File: src/rtl/rv_pkg.sv
// rtl/rv_pkg.sv - shared widths and the buffered MCU result entry type
package rv_pkg;
    localparam int XLEN = 32;
    localparam int AW   = 5;
    localparam int NREG = 1 << AW;

    localparam logic [AW-1:0] REG_ZERO = '0;

    typedef struct packed {
        logic [AW-1:0]   rd;
        logic [XLEN-1:0] data;
    } fifo_entry_t;
endpackage

File: src/rtl/rf_result_fifo.sv
// rtl/rf_result_fifo.sv - synchronous FIFO buffering MCU results until the write port is free
module rf_result_fifo
    import rv_pkg::*;
#(
    parameter int DEPTH = 2
) (
    input  logic                     clk,
    input  logic                     rst_n,
    input  logic                     push,
    input  fifo_entry_t              push_data,
    input  logic                     pop,
    output logic                     full,
    output logic                     empty,
    output fifo_entry_t              head,
    output logic [$clog2(DEPTH):0]   count
);
    localparam int PW = $clog2(DEPTH);

    fifo_entry_t   mem_q [DEPTH];
    fifo_entry_t   mem_d [DEPTH];
    logic [PW-1:0] rd_ptr_q, rd_ptr_d;
    logic [PW-1:0] wr_ptr_q, wr_ptr_d;
    logic [PW:0]   count_q, count_d;
    logic          do_push, do_pop;

    always_comb begin
        full     = (count_q == (PW+1)'(DEPTH));
        empty    = (count_q == '0);
        head     = mem_q[rd_ptr_q];
        count    = count_q;
        do_pop   = pop && !empty;
        // A full FIFO still takes a push when the head leaves in the same cycle.
        do_push  = push && (!full || do_pop);
        mem_d    = mem_q;
        rd_ptr_d = rd_ptr_q;
        wr_ptr_d = wr_ptr_q;
        count_d  = count_q;
        if (do_push) begin
            mem_d[wr_ptr_q] = push_data;
            wr_ptr_d        = wr_ptr_q + PW'(1);
        end
        if (do_pop) begin
            rd_ptr_d = rd_ptr_q + PW'(1);
        end
        case ({do_push, do_pop})
            2'b10:   count_d = count_q + (PW+1)'(1);
            2'b01:   count_d = count_q - (PW+1)'(1);
            default: count_d = count_q;
        endcase
    end

    always_ff @(posedge clk or negedge rst_n) begin
        if (!rst_n) begin
            for (int i = 0; i < DEPTH; i++) begin
                mem_q[i] <= '0;
            end
            rd_ptr_q <= '0;
            wr_ptr_q <= '0;
            count_q  <= '0;
        end else begin
            mem_q    <= mem_d;
            rd_ptr_q <= rd_ptr_d;
            wr_ptr_q <= wr_ptr_d;
            count_q  <= count_d;
        end
    end
endmodule

File: src/rtl/rf_wb_arbiter.sv
// rtl/rf_wb_arbiter.sv - register-file write-port arbiter, busy scoreboard and starvation monitor
module rf_wb_arbiter
    import rv_pkg::*;
#(
    parameter int FIFO_DEPTH = 2,
    parameter int STARVE_MAX = 8
) (
    input  logic            clk,
    input  logic            rst_n,
    input  logic            wb_valid,
    input  logic [AW-1:0]   wb_rd,
    input  logic [XLEN-1:0] wb_data,
    input  logic            mc_issue,
    input  logic [AW-1:0]   mc_issue_rd,
    input  logic            mc_valid,
    input  logic [AW-1:0]   mc_rd,
    input  logic [XLEN-1:0] mc_data,
    output logic            mc_ready,
    input  logic [AW-1:0]   dec_rs1,
    input  logic [AW-1:0]   dec_rs2,
    input  logic [AW-1:0]   dec_rd,
    output logic            dec_stall,
    output logic            rf_we,
    output logic [AW-1:0]   rf_a3,
    output logic [XLEN-1:0] rf_wd,
    output logic            drain_req,
    output logic            err
);
    localparam int CW = $clog2(FIFO_DEPTH) + 1;
    localparam int SW = $clog2(STARVE_MAX + 1);

    logic            fifo_full, fifo_empty;
    fifo_entry_t     fifo_head, fifo_in;
    logic [CW-1:0]   fifo_count;
    logic            pipe_active, fifo_pop, mc_accept, fifo_push;
    logic [NREG-1:0] busy_q, busy_d;
    logic            err_q, err_d;
    logic [SW-1:0]   starve_q, starve_d;

    rf_result_fifo #(.DEPTH(FIFO_DEPTH)) u_fifo (
        .clk       (clk),
        .rst_n     (rst_n),
        .push      (fifo_push),
        .push_data (fifo_in),
        .pop       (fifo_pop),
        .full      (fifo_full),
        .empty     (fifo_empty),
        .head      (fifo_head),
        .count     (fifo_count)
    );

    always_comb begin
        // Port outputs are combinational, so they are also forced idle while reset is held.
        pipe_active  = rst_n && wb_valid && (wb_rd != REG_ZERO);
        fifo_pop     = rst_n && !pipe_active && !fifo_empty;
        mc_accept    = mc_valid && (!fifo_full || fifo_pop);
        fifo_push    = mc_accept && (mc_rd != REG_ZERO);
        fifo_in.rd   = mc_rd;
        fifo_in.data = mc_data;

        rf_we = pipe_active || fifo_pop;
        rf_a3 = '0;
        rf_wd = '0;
        if (pipe_active) begin
            rf_a3 = wb_rd;
            rf_wd = wb_data;
        end else if (fifo_pop) begin
            rf_a3 = fifo_head.rd;
            rf_wd = fifo_head.data;
        end

        // Clear first so a same-cycle re-issue of the retiring rd keeps it busy.
        busy_d = busy_q;
        if (fifo_pop) busy_d[fifo_head.rd] = 1'b0;
        if (mc_issue) busy_d[mc_issue_rd]  = 1'b1;
        busy_d[0] = 1'b0;

        err_d = err_q
              || (mc_issue && busy_q[mc_issue_rd])
              || (mc_valid && !mc_accept)
              || (mc_valid && (mc_rd != REG_ZERO) && !busy_q[mc_rd]);

        starve_d = starve_q;
        if (fifo_empty || fifo_pop) starve_d = '0;
        else if (starve_q != SW'(STARVE_MAX)) starve_d = starve_q + SW'(1);

        mc_ready  = (fifo_count != CW'(FIFO_DEPTH));
        dec_stall = busy_q[dec_rs1] || busy_q[dec_rs2] || busy_q[dec_rd];
        drain_req = (starve_q == SW'(STARVE_MAX));
        err       = err_q;
    end

    always_ff @(posedge clk or negedge rst_n) begin
        if (!rst_n) begin
            busy_q   <= '0;
            err_q    <= 1'b0;
            starve_q <= '0;
        end else begin
            busy_q   <= busy_d;
            err_q    <= err_d;
            starve_q <= starve_d;
        end
    end
endmodule

File: config.mk
export PLATFORM = sky130hd
export DESIGN_NAME = rf_wb_arbiter
export DESIGN_NICKNAME = d
export VERILOG_FILES = /design/src/rtl/rv_pkg.sv /design/src/rtl/rf_result_fifo.sv /design/src/rtl/rf_wb_arbiter.sv
export SDC_FILE = /design/constraint.sdc
export NUM_CORES = 1
export LEC_CHECK = 0
export BUFFER_PORTS_ARGS = -buffer_cell sky130_fd_sc_hd__buf_2
export CORE_MARGIN = 4
export CORE_UTILIZATION = 40
export CTS_CLUSTER_DIAMETER = 150
export DETAILED_ROUTE_END_ITERATION = 10
export RECOVER_POWER = 50
export SLEW_MARGIN = 10
export SYNTH_ARGS = -nofsm -noshare
export SYNTH_HDL_FRONTEND = slang
export SYNTH_SLANG_ARGS = --single-unit
File: constraint.sdc
create_clock -name clk -period 4.2 [get_ports clk]
set_input_delay 0.42 -clock clk [delete_from_list [all_inputs] [get_ports clk]]
set_output_delay 0.42 -clock clk [all_outputs]
set_load 0.005 [all_outputs]
==> out/qor.yml <==
portBuffers: 140
cts_tree: "done"
synthFlopType: "dfrtp_1"
fmax_mhz: 313
yosysTopAreaCellShare: 0.420
min_to: "u_fifo.mem_q[47]"
core_mm2: 0.0166
period_share: 0.759
violations: "capacitance limit, slew limit"
cts_root_buf: "clkbuf_16"
synth_cell_types: 49
cts-resized-gates: 0
die_h_um: 138
clkPwrFrac: 0.260
yosys-top-cells-count: "dfrtp_1, o21ai_0, mux2_2"
clock_latency_ns: 0.41
synth_area_leader_cell: "dfrtp_1"
syn_nets: 710
area_delta_synth_final_pct: 21.2
routed_wl_um: 18600
dr_wl_met3_um: 1190
syn_area_mm2: 0.00679
drv_slew: 81
rr_endpoint: "u_fifo.count[1]"
diodes: 0
grt_first_pass_wirelength_um: 29600
multiInputGateArea_mm2: 0.00370
dr_total_vias: 5534
detailed_place_hpwl_um: 13200
worst_slew_pin_slew_ns: 1.99
required_ns: 3.78
finalSetupViolCount: 0
cts.sink_count: 114
min_from: "mc_data[10]"
cts_buffers: 17
worst_setup_path_start_kind: "input pin"
synth_area_leaders: "dfrtp_1, mux2_2, mux4_2"
p_seq_frac: 0.374
hold_violations: 0
met1_length_um: 7900
clockBufferDepth: 2
floorplan.initialDensity: 0.410
synth_edf_count: 0
die_w_um: 138
path_class: "input pin to primary output"
pin_count: 141
reg2reg_from: "u_fifo.count[0]"
drive_above_1_share: 0.391
internal_power_mw: 3.74
ys_ff_latch: 114
p_leak_nw: 3.57
dr.pass1.iters: 5
grt_overflow: 0
grt_antenna_before_repair: 2
grt_usage: 0.190
synth.most_common_cell: "dfrtp_1"
drc: 0
critPathArrivalTime_ns: 2.77
fp.dieArea_mm2: 0.0191
vias_per_cell: 5.73
htreeDepth: 4
async_flop_share: 1.00
swShare: 0.349
post_cts.repair.setup_buffers: 0
ant_nets: 0
fin_skew_ns: 0.00476
fill_cells: 1540
setup_slack_ns: 1.01
gp_congestion: 0.853
vdd_drop_max_v: 0.000313
wl_met2_um: 9060
period_needed_ns: 3.19
status: "finished with violations"
critPathMaxFanout: 45
min_path_type: "input pin to flop"
post_drt_wl_per_cell_um: 19.3
cts.clk_slew.worst_paths_ns: 0.06
grt_max_degree: 81
r2r_slack_ns: 2.11
switchingPower_mw: 2.00
reg2regPathDepth: 7
crit_start: "rst_n"
drt_iter0_drc: 332
seqCellArea_mm2: 0.00285
grt_pass1_vias: 5688
core.rowCount: 47
yosys_warnings: 0
maxCapViolations: 1
synth.yosys.seq_area_share: 0.420
comb_power_share: 0.366
end_kind: "primary output"
pre_cts_ws_ns: 1.44
hold_depth: 2
synthesis.instances: 608
slew_headroom: -0.327
setup_tns_ns: 0
highest_layer: "met5"
power_density_mw_per_mm2: 697
nets: 835
rsz0062_at_grt: "false"
syn_area_per_cell_um2: 11.2
## how the worst max path moves through the flow
stage	endpoint	slack, ns	cells after the start
2_1_floorplan	u_fifo.mem_q[39]	1.89	6
3_3_place_gp	rf_we	1.49	5
3_5_place_dp	rf_we	1.44	5
4_1_cts	rf_wd[1]	0.97	6
5_1_grt	u_fifo.rd_ptr_q	0.62	3
6_report	rf_wd[5]	1.01	6
## per-stage QoR
step | power [mW] | hold slack [ns] | cells | area, um^2 | util
after floorplan | 3.58 | 0.124 | 608 | 6790 | -
after global placement | 4.15 | 0.424 | 933 | 7610 | 0.459
after detailed placement | 4.27 | 0.434 | 933 | 7610 | 0.459
after CTS | 5.78 | 0.237 | 966 | 8240 | 0.497
after global routing | 6.08 | 0.233 | 966 | 8230 | 0.497
final | 5.74 | 0.246 | 966 | 8230 | 0.497
## cells in the final DEF (no fill, tap or decap), drive strengths merged, types with 6 or more instances in the layout
| cell type | netlist | routed |
|---|---|---|
| a21oi | 11 | 11 |
| buf | 14 | 141 |
| clkbuf | 26 | 25 |
| clkinvlp | 0 | 6 |
| dfrtp | 114 | 114 |
| inv | 10 | 11 |
| mux2 | 80 | 80 |
| mux2i | 56 | 56 |
| mux4 | 30 | 30 |
| nand2 | 57 | 57 |
| nand3 | 7 | 7 |
| nand3b | 8 | 8 |
| nand4 | 7 | 7 |
| nor2 | 18 | 18 |
| nor3 | 6 | 6 |
| nor3b | 7 | 7 |
| o21ai | 98 | 98 |
| or2 | 6 | 6 |
| xnor2 | 6 | 6 |
## routing by layer
metal / vias to the layer above / GRT usage
li1: 2527 / -
met1: 2750 / 0.238
met2: 206 / 0.316
met3: 47 / 0.0535
met4: 4 / 0.0645
met5: - / 0
## power by group through the flow
stage	clock, mW	sequential [mW]	combinational (mW)
6_report	1.49	2.15	2.10
5_1_grt	1.56	2.21	2.30
4_1_cts	1.52	2.14	2.13
3_5_place_dp	0	2.15	2.11
3_3_place_gp	0	2.11	2.04
2_1_floorplan	0	1.93	1.65
## flip-flops by register name (all words and copies together), names as in the netlist
signal / cells
starve_q: 4
u_fifo.count: 2
busy_q: 31
u_fifo.wr_ptr_q: 1
err: 1
u_fifo.mem_q: 74
u_fifo.rd_ptr_q: 1
## cell type report
type | instances | share of cell area
Inverter | 10 | 0.00456
Tap cell | 220 | 0.0334
Clock inverter | 11 | 0.0185
Sequential cell | 114 | 0.347
Clock buffer | 21 | 0.0571
Multi-Input combinational cell | 444 | 0.449
Timing Repair Buffer | 146 | 0.0906
## critical path, stage by stage
cell and delay, ns:
dlygate4sd3_1 0.53, buf_4 0.44, o211a_1 0.96, nand2_1 0.12, o21ai_0 0.11, buf_2 0.14
## repair_timing
item / CTS / global route
endpoints found under the hold margin: 6 / 0
hold buffers: 1 / 0
setup endpoints to repair: 0 / 0
## logic make-up after synthesis
logic type / Yosys count / share of synthesized area
XOR/XNOR: 8 / 0.0103
multiplexers: 166 / 0.315
flip-flops: 114 / 0.420
AND/OR/NAND/NOR: 136 / 0.104
adder cells (fa/ha/maj): 3 / 0.00553
AO/OA/AOI/OAI: 131 / 0.110
buffers and inverters: 50 / 0.0357
No activity file was read; power rests on OpenSTA's default activity.
